### config.mk
export PLATFORM = sky130hd
export DESIGN_NAME = input_hub
export DESIGN_NICKNAME = d
export VERILOG_FILES = /design/src/rtl/input_hub.sv
export SDC_FILE = /design/constraint.sdc
export NUM_CORES = 1
export LEC_CHECK = 0
export CORE_UTILIZATION = 30
export DETAILED_ROUTE_END_ITERATION = 6
export GPL_TIMING_DRIVEN = 1
export REMOVE_ABC_BUFFERS = 1
export SKIP_CTS_REPAIR_TIMING = 1
export SLEW_MARGIN = 20
export SYNTH_ARGS = -nofsm -noshare
export SYNTH_HDL_FRONTEND = slang
export SYNTH_SLANG_ARGS = --single-unit
### constraint.sdc
create_clock -name clock -period 4.45 [get_ports clock]
set_clock_uncertainty 0.15 [all_clocks]
set_input_delay 0.89 -clock clock [delete_from_list [all_inputs] [get_ports clock]]
set_output_delay 0.89 -clock clock [all_outputs]
set_load 0.005 [all_outputs]
### src/rtl/input_hub.sv
// input_hub
// Conditions N push-buttons (2-flop synchroniser plus counter debounce with
// sticky press/release flags) and averages periodic 2-axis accelerometer
// samples. Everything is visible through a read-only register window with a
// fixed one-cycle read latency.
//
// Ports:
//   clock        system clock
//   reset        asynchronous active-low reset (0 = reset)
//   btn_raw      asynchronous button inputs, one bit per channel
//   accel_x/y    raw unsigned accelerometer samples
//   rd_en        read strobe
//   rd_addr      register index: 0 stable levels, 1 press flags,
//                2 release flags, 3 avg_x, 4 avg_y, 5 update count, 6/7 zero
//   rd_data      registered read data, valid the cycle after rd_en
//   irq          high while any press or release flag is set
//   accel_update one-cycle pulse when the averaged outputs are refreshed
module input_hub #(
    parameter int NUM_BTN         = 4,
    parameter int DEBOUNCE_CYCLES = 500000,
    parameter int ACCEL_W         = 9,
    parameter int SAMPLE_PERIOD   = 5000,
    parameter int AVG_LOG2        = 2
) (
    input  logic               clock,
    input  logic               reset,
    input  logic [NUM_BTN-1:0] btn_raw,
    input  logic [ACCEL_W-1:0] accel_x,
    input  logic [ACCEL_W-1:0] accel_y,
    input  logic               rd_en,
    input  logic [2:0]         rd_addr,
    output logic [31:0]        rd_data,
    output logic               irq,
    output logic               accel_update
);

    localparam int DB_W   = $clog2(DEBOUNCE_CYCLES);
    localparam int TICK_W = (SAMPLE_PERIOD > 1) ? $clog2(SAMPLE_PERIOD) : 1;
    localparam int ACC_W  = ACCEL_W + AVG_LOG2;

    localparam logic [DB_W-1:0]   DB_LAST   = DB_W'(DEBOUNCE_CYCLES - 1);
    localparam logic [TICK_W-1:0] TICK_LAST = TICK_W'(SAMPLE_PERIOD - 1);
    localparam logic [4:0]        CNT_LAST  = 5'((1 << AVG_LOG2) - 1);

    logic [NUM_BTN-1:0] sync1_r;
    logic [NUM_BTN-1:0] sync2_r;
    logic [NUM_BTN-1:0] stable_r;
    logic [NUM_BTN-1:0] press_r;
    logic [NUM_BTN-1:0] release_r;
    logic [DB_W-1:0]    db_cnt_r [NUM_BTN];

    logic [NUM_BTN-1:0] accept_s;
    logic [NUM_BTN-1:0] rise_s;
    logic [NUM_BTN-1:0] fall_s;
    logic               clr_press_s;
    logic               clr_release_s;

    logic [TICK_W-1:0]  tick_r;
    logic [4:0]         smp_cnt_r;
    logic [ACC_W-1:0]   acc_x_r;
    logic [ACC_W-1:0]   acc_y_r;
    logic [ACCEL_W-1:0] avg_x_r;
    logic [ACCEL_W-1:0] avg_y_r;
    logic [15:0]        upd_cnt_r;
    logic [ACC_W-1:0]   sum_x_s;
    logic [ACC_W-1:0]   sum_y_s;

    logic [31:0]        rd_mux_s;

    // Debounce acceptance: a mismatch that has survived DEBOUNCE_CYCLES-1
    // counted cycles is accepted now and becomes a rise or fall event.
    always_comb begin
        accept_s = {NUM_BTN{1'b0}};
        for (int i = 0; i < NUM_BTN; i++) begin
            if ((sync2_r[i] != stable_r[i]) && (db_cnt_r[i] == DB_LAST)) begin
                accept_s[i] = 1'b1;
            end else begin
                accept_s[i] = 1'b0;
            end
        end
        rise_s = accept_s & sync2_r;
        fall_s = accept_s & ~sync2_r;
    end

    // Synchroniser chain and per-channel debounce counters / stable levels.
    always_ff @(posedge clock or negedge reset) begin
        if (!reset) begin
            sync1_r  <= {NUM_BTN{1'b0}};
            sync2_r  <= {NUM_BTN{1'b0}};
            stable_r <= {NUM_BTN{1'b0}};
            for (int i = 0; i < NUM_BTN; i++) begin
                db_cnt_r[i] <= {DB_W{1'b0}};
            end
        end else begin
            sync1_r <= btn_raw;
            sync2_r <= sync1_r;
            for (int i = 0; i < NUM_BTN; i++) begin
                if (sync2_r[i] == stable_r[i]) begin
                    db_cnt_r[i] <= {DB_W{1'b0}};
                end else if (accept_s[i]) begin
                    stable_r[i] <= sync2_r[i];
                    db_cnt_r[i] <= {DB_W{1'b0}};
                end else begin
                    db_cnt_r[i] <= db_cnt_r[i] + DB_W'(1);
                end
            end
        end
    end

    assign clr_press_s   = rd_en && (rd_addr == 3'd1);
    assign clr_release_s = rd_en && (rd_addr == 3'd2);

    // Sticky event flags; a new event wins over a same-cycle read clear.
    always_ff @(posedge clock or negedge reset) begin
        if (!reset) begin
            press_r   <= {NUM_BTN{1'b0}};
            release_r <= {NUM_BTN{1'b0}};
        end else begin
            press_r   <= (press_r & ~{NUM_BTN{clr_press_s}}) | rise_s;
            release_r <= (release_r & ~{NUM_BTN{clr_release_s}}) | fall_s;
        end
    end

    assign irq = (|press_r) | (|release_r);

    // Running sums include the sample being taken this tick.
    assign sum_x_s = acc_x_r + ACC_W'(accel_x);
    assign sum_y_s = acc_y_r + ACC_W'(accel_y);

    // Sample tick, accumulation and truncating average of 2^AVG_LOG2 samples.
    always_ff @(posedge clock or negedge reset) begin
        if (!reset) begin
            tick_r       <= {TICK_W{1'b0}};
            smp_cnt_r    <= 5'd0;
            acc_x_r      <= {ACC_W{1'b0}};
            acc_y_r      <= {ACC_W{1'b0}};
            avg_x_r      <= {ACCEL_W{1'b0}};
            avg_y_r      <= {ACCEL_W{1'b0}};
            upd_cnt_r    <= 16'd0;
            accel_update <= 1'b0;
        end else if (tick_r == TICK_LAST) begin
            tick_r <= {TICK_W{1'b0}};
            if (smp_cnt_r == CNT_LAST) begin
                avg_x_r      <= sum_x_s[ACC_W-1:AVG_LOG2];
                avg_y_r      <= sum_y_s[ACC_W-1:AVG_LOG2];
                acc_x_r      <= {ACC_W{1'b0}};
                acc_y_r      <= {ACC_W{1'b0}};
                smp_cnt_r    <= 5'd0;
                upd_cnt_r    <= upd_cnt_r + 16'd1;
                accel_update <= 1'b1;
            end else begin
                acc_x_r      <= sum_x_s;
                acc_y_r      <= sum_y_s;
                smp_cnt_r    <= smp_cnt_r + 5'd1;
                accel_update <= 1'b0;
            end
        end else begin
            tick_r       <= tick_r + TICK_W'(1);
            accel_update <= 1'b0;
        end
    end

    // Register window decode; unused indices read as zero.
    always_comb begin
        rd_mux_s = 32'd0;
        case (rd_addr)
            3'd0:    rd_mux_s = 32'(stable_r);
            3'd1:    rd_mux_s = 32'(press_r);
            3'd2:    rd_mux_s = 32'(release_r);
            3'd3:    rd_mux_s = 32'(avg_x_r);
            3'd4:    rd_mux_s = 32'(avg_y_r);
            3'd5:    rd_mux_s = 32'(upd_cnt_r);
            default: rd_mux_s = 32'd0;
        endcase
    end

    // Read data register: loads only on a strobe, otherwise holds.
    always_ff @(posedge clock or negedge reset) begin
        if (!reset) begin
            rd_data <= 32'd0;
        end else if (rd_en) begin
            rd_data <= rd_mux_s;
        end
    end

endmodule

==> Word-level counts from Yosys, hierarchy flattened <==
Cells that the tools add are included.
{ "word_totals": {"out_inout_bits": 34, "register_bits": 203, "elab_cells": 96, "in_bits": 28} }
{ "op_classes": {"mux": 19, "reduce_logical": 14, "n_addsub": 9, "bitwise": 14, "n_eq_ne": 19} }
{ "op_table": {"columns": ["op", "count"], "rows": [
  ["2-to-1 mux 19 bit", 8],
  ["case mux 16 bit (6 select lines)", 1],
  ["adder 19 x 1 -> 19 bit, second input constant", 4],
  ["equality test 19 bit, second input constant", 4],
  ["adder 11 x 9 -> 11 bit", 2],
  ["2-to-1 mux 11 bit", 2],
  ["adder 16 x 1 -> 16 bit, second input constant", 1],
  ["bitwise AND 4 bit", 4],
  ["adder 13 x 1 -> 13 bit, second input constant", 1],
  ["equality test 13 bit, second input constant", 1],
  ["2-to-1 mux 13 bit", 1],
  ["NOT 4 bit", 3],
  ["AND reduction 2 bit", 5],
  ["bitwise OR 4 bit", 2],
  ["OR reduction 4 bit", 2],
  ["equality test 3 x 2 -> 1 bit, second input constant", 2],
  ["equality test 3 bit, second input constant", 2],
  ["logical AND 1 bit", 6],
  ["2-to-1 mux 1 bit", 6],
  ["adder 5 x 1 -> 5 bit, second input constant", 1],
  ["equality test 5 x 2 -> 1 bit, second input constant", 1],
  ["2-to-1 mux 5 bit", 1],
  ["equality test 1 bit", 4],
  ["!= test 1 bit", 4],
  ["4 further kinds", 7]
]} }

==> Logic depth before layout (Yosys ltp) <==
{ "logic_depth": {"depth_word": 5, "mapped_depth": 9, "mapped_depth_nobuf": 8} }

==> Least setup slack after synthesis <==
Ideal clock, no wire load.
{ "synth_timing": {"path_type": "input to register", "from": "input port accel_y[0]", "to": "register avg_y_r[6]", "cell_stages": 8, "path_slack_ns": 1.790, "setup_ns": 0.125, "arrival_ns": 2.385, "cell_sequence": "ha_1 -> inv_1 -> fa_1 -> nand2b_1 -> a21oi_1 -> a21oi_1 -> xnor2_1 -> mux2_2"} }
{ "synth_via": {"elab_chain_cells": 1} }
{ "synth_rtl": {"columns": ["element", "line", "text"], "rows": [
  ["from (decl)", "29", "input logic [ACCEL_W-1:0] accel_y,"],
  ["adder 11 x 9 -> 11 bit", "128", "assign sum_y_s = acc_y_r + ACC_W'(accel_y);"],
  ["to (signal assigned)", "138", "avg_y_r <= {ACCEL_W{1'b0}};"],
  ["to (signal assigned)", "145", "avg_y_r <= sum_y_s[ACC_W-1:AVG_LOG2];"],
  ["to (decl)", "63", "logic [ACCEL_W-1:0] avg_y_r;"]
]} }
No other way between the ends.
A chain may end at the register's enable or synchronous reset.

==> Final worst setup path <==
{ "layout_timing": {"from": "register release_r[0]", "to": "output port irq"} }
{ "layout_via": {"elab_chain_cells": 2} }
{ "layout_rtl": {"columns": ["element", "line", "text"], "rows": [
  ["from (decl)", "49", "logic [NUM_BTN-1:0] release_r;"],
  ["from (signal assigned)", "117", "release_r <= {NUM_BTN{1'b0}};"],
  ["from (signal assigned)", "120", "release_r <= (release_r & ~{NUM_BTN{clr_release_s}}) | fall_s;"],
  ["OR reduction 4 bit", "124", "assign irq = (|press_r) | (|release_r);"],
  ["bitwise OR 1 bit", "124", null],
  ["to (decl)", "33", "output logic irq,"]
]} }
No other way between the ends.

==> results.sh <==
export IMPL_antenna_found_initial=2
export IMPL_period_share=0.6631
export IMPL_max_slew_margin_rel=0.3484
export IMPL_wire_per_inst_um=13.39
export IMPL_crit_type="register to output port"
export IMPL_combPwrFrac=0.062
export IMPL_worstPathBufferInverterCount=1
export IMPL_cap_violations=0
export IMPL_p_sw_mw=0.8642
export IMPL_postPlaceCellArea_um2=9963
export IMPL_critPathLaunch="release_r[0]"
export IMPL_rows=63
export IMPL_critPathMaxStageDelay_ns=0.49
export IMPL_viasPerCell=4.724
export IMPL_crit_fanout=3
export IMPL_die_area_um2=31260
export IMPL_clk_path_buf_depth=2
export IMPL_ys_warn_count=0
export IMPL_peakVddDrop_uv=259.0
export IMPL_die_w_um=176.8
export IMPL_die_h_um=176.8
export IMPL_cts_sinks=187
export IMPL_setup_viol=0
export IMPL_cts_root_buf="clkbuf_16"
export IMPL_synth_area_leader_cell="dfrtp_1"
export IMPL_synthCells=913
export IMPL_fin_crit_ns=2.951
export IMPL_rsz0062_at_grt="no"
export IMPL_grt_pass1_wl_um=30550
export IMPL_insertion_delay_ns=0.44
export IMPL_synth_seq_cells=187
export IMPL_drt_iter0_drc=358
export IMPL_crit_family="simple AND/OR/NAND/NOR gates"
export IMPL_pin_count=62
export IMPL_worst_slew_pin_slew_ns=0.9743
export IMPL_setup_tns_ns=0
export IMPL_core_area_um2=29870
export IMPL_wirelength_um=18200
export IMPL_final_hold_viol_count=0
export IMPL_outcome="complete, no violations"
export IMPL_clkSlewWorstSetupHoldPaths_ns=0.07
export IMPL_cts_tree="yes"
export IMPL_path_cells="nor4_1, nand2_1, clkdlybuf4s50_1"
export IMPL_worstSetupEndpointType="output port"
export IMPL_total_leakage_power_nw=4.638
export IMPL_routabilityCongestion=0.8398
export IMPL_drive_above_1_share=0.05895
export IMPL_synth_edf_count=0
export IMPL_nFillCells=2952
export IMPL_critPathSlowestCell="clkdlybuf4s50_1"
export IMPL_yosysUniqueCellTypes=57
export IMPL_hold_start="sync1_r[1]"
export IMPL_grt_max_degree=107
export IMPL_synth_seq_area_share=0.5104
export IMPL_final_cell_area_um2=10580
export IMPL_powerDensity_nw_per_um2=333.4
export IMPL_worst_slack_ns=1.499
export IMPL_netlist_area_leader_share=0.5104
export IMPL_arrival_ns=1.91
export IMPL_startpoint_type="register"
export IMPL_fmax_ghz=0.3389
export IMPL_netSwitchingFraction=0.2451
export IMPL_synth_main_ff_cell="dfrtp_1"
export IMPL_r2r_start="tick_r[5]"
export IMPL_grt_overflow_total=0
export IMPL_hold_ws_ns=0.2041
export IMPL_drc_errors=0
export IMPL_grt_usage=0.1217
export IMPL_area_growth_pct=15.37
export IMPL_cp_data_required_time_ns=3.41
export IMPL_port_buffers=45
export IMPL_ys_async_sr_fraction=1.000
export IMPL_hp_class="register to register"
export IMPL_preCtsSetupSlack_ns=1.136
export IMPL_firstDrtPassIters=4
export IMPL_avgSynthCellArea_um2=10.04
export IMPL_synth_area_top_cells="dfrtp_1 (51%), xor2_1 (5.7%), xnor2_1 (5.4%), nor2_1 (5.0%), nand2_1 (3.6%)"
export IMPL_via_count=6420
export IMPL_nNetsFinal=1009
export IMPL_cts_buffers=17
export IMPL_slew_violations=0
export IMPL_initial_core_util=0.3069
export IMPL_final_util=0.3540
export IMPL_intPower_mw=2.662
export IMPL_place_hpwl_um=12720
export IMPL_pwr_share_clk=0.445
export IMPL_grt_pass1_vias=6072
export IMPL_syn_area_um2=9168
export IMPL_htree_levels=4
export IMPL_antenna_left=0
export IMPL_seqPwrFrac=0.493
## path summary, 6_finish.rpt
path	to	slack, ns	cells past startpoint
max in group asynchronous	upd_cnt_r[6]	2.87	2
min	sync2_r[1]	0.20	0
min in group asynchronous	db_cnt_r[36]	0.38	1
max reg2reg	acc_x_r[10]	1.56	5
min reg2reg	sync2_r[1]	0.20	0
max	irq	1.50	3
## layer usage
layer | vias up | GRT usage | wire length, um
met4 | 0 | 0.03197 | 161
met3 | 13 | 0.02899 | 627
met1 | 3124 | 0.1726 | 9346
met2 | 94 | 0.1846 | 8066
li1 | 3189 | - | -
met5 | - | 0 | 0
## cell families after synthesis
kind of cell / Yosys count / share of synthesized area
AND/OR/NAND/NOR: 356 / 0.1877
buffers and inverters: 76 / 0.04013
adder cells (fa/ha/maj): 27 / 0.03849
XOR/XNOR: 117 / 0.1118
AO/OA/AOI/OAI: 127 / 0.08435
multiplexers: 22 / 0.02675
flip-flops: 187 / 0.5104
other: 1 / 0.0004091
## final cells by class
type                    count  area, um2  share of cell area
diodes                      2      5.005           0.0004732
inverters                  32      120.1             0.01136
repair buffers             51      499.2             0.04720
multi-input cells         665       4177              0.3949
clock inverters            14      178.9             0.01692
flip-flops and latches    187       4679              0.4424
clock buffers              18      429.2             0.04058
well taps                 390      488.0             0.04614
## power groups by stage
stage | logic, mW | registers (mW) | clock network [mW]
floorplan | 0.100 | 1.77 | 0
detailed placement | 0.222 | 1.77 | 0
global route | 0.246 | 1.74 | 1.66
CTS | 0.223 | 1.74 | 1.60
finish | 0.218 | 1.74 | 1.57
global placement | 0.220 | 1.77 | 0
## metrics by stage
step	power, mW	std cells
floorplan	1.869	884
finish	3.527	1359
CTS	3.567	1357
global placement	1.993	1325
global route	3.653	1357
detailed placement	1.996	1325
## sequential cells by signal, indices dropped and copies added, names as in the netlist
name and flops:
db_cnt_r 76, rd_data 16, upd_cnt_r 16, tick_r 13, acc_x_r 11, acc_y_r 11, avg_x_r 9, avg_y_r 9
smp_cnt_r 5, press_r 4, release_r 4, stable_r 4, sync1_r 4, sync2_r 4, accel_update 1
## synthesized netlist by cell type (9+ instances only)
cell / number
a21oi_1: 30
nand2_1: 89
dfrtp_1: 187
nand3_1: 42
and3_1: 18
o21ai_0: 45
ha_1: 25
xnor2_1: 57
nor3_1: 9
mux2i_1: 11
nor2_1: 122
buf_4: 17
clkbuf_1: 17
mux2_2: 10
buf_2: 9
inv_1: 32
nand4_1: 30
xor2_1: 60
## layout by cell type, fill, tap and decap left out, types with 5 or more instances in the layout
master	instances
mux2i_1	11
and3_1	18
clkbuf_16	17
buf_4	6
mux2_2	10
a22o_1	8
conb_1	16
nand4_1	30
nor2_1	122
dfrtp_1	187
xor2_1	60
nand2_1	89
nor3_1	9
clkinv_4	5
ha_1	25
clkdlybuf4s50_1	44
nor4_1	8
inv_1	32
xnor2_1	57
nand3_1	42
a21oi_1	30
o21ai_0	45
a211oi_1	6
a31oi_1	5
Power figures use the tool's default switching activity.
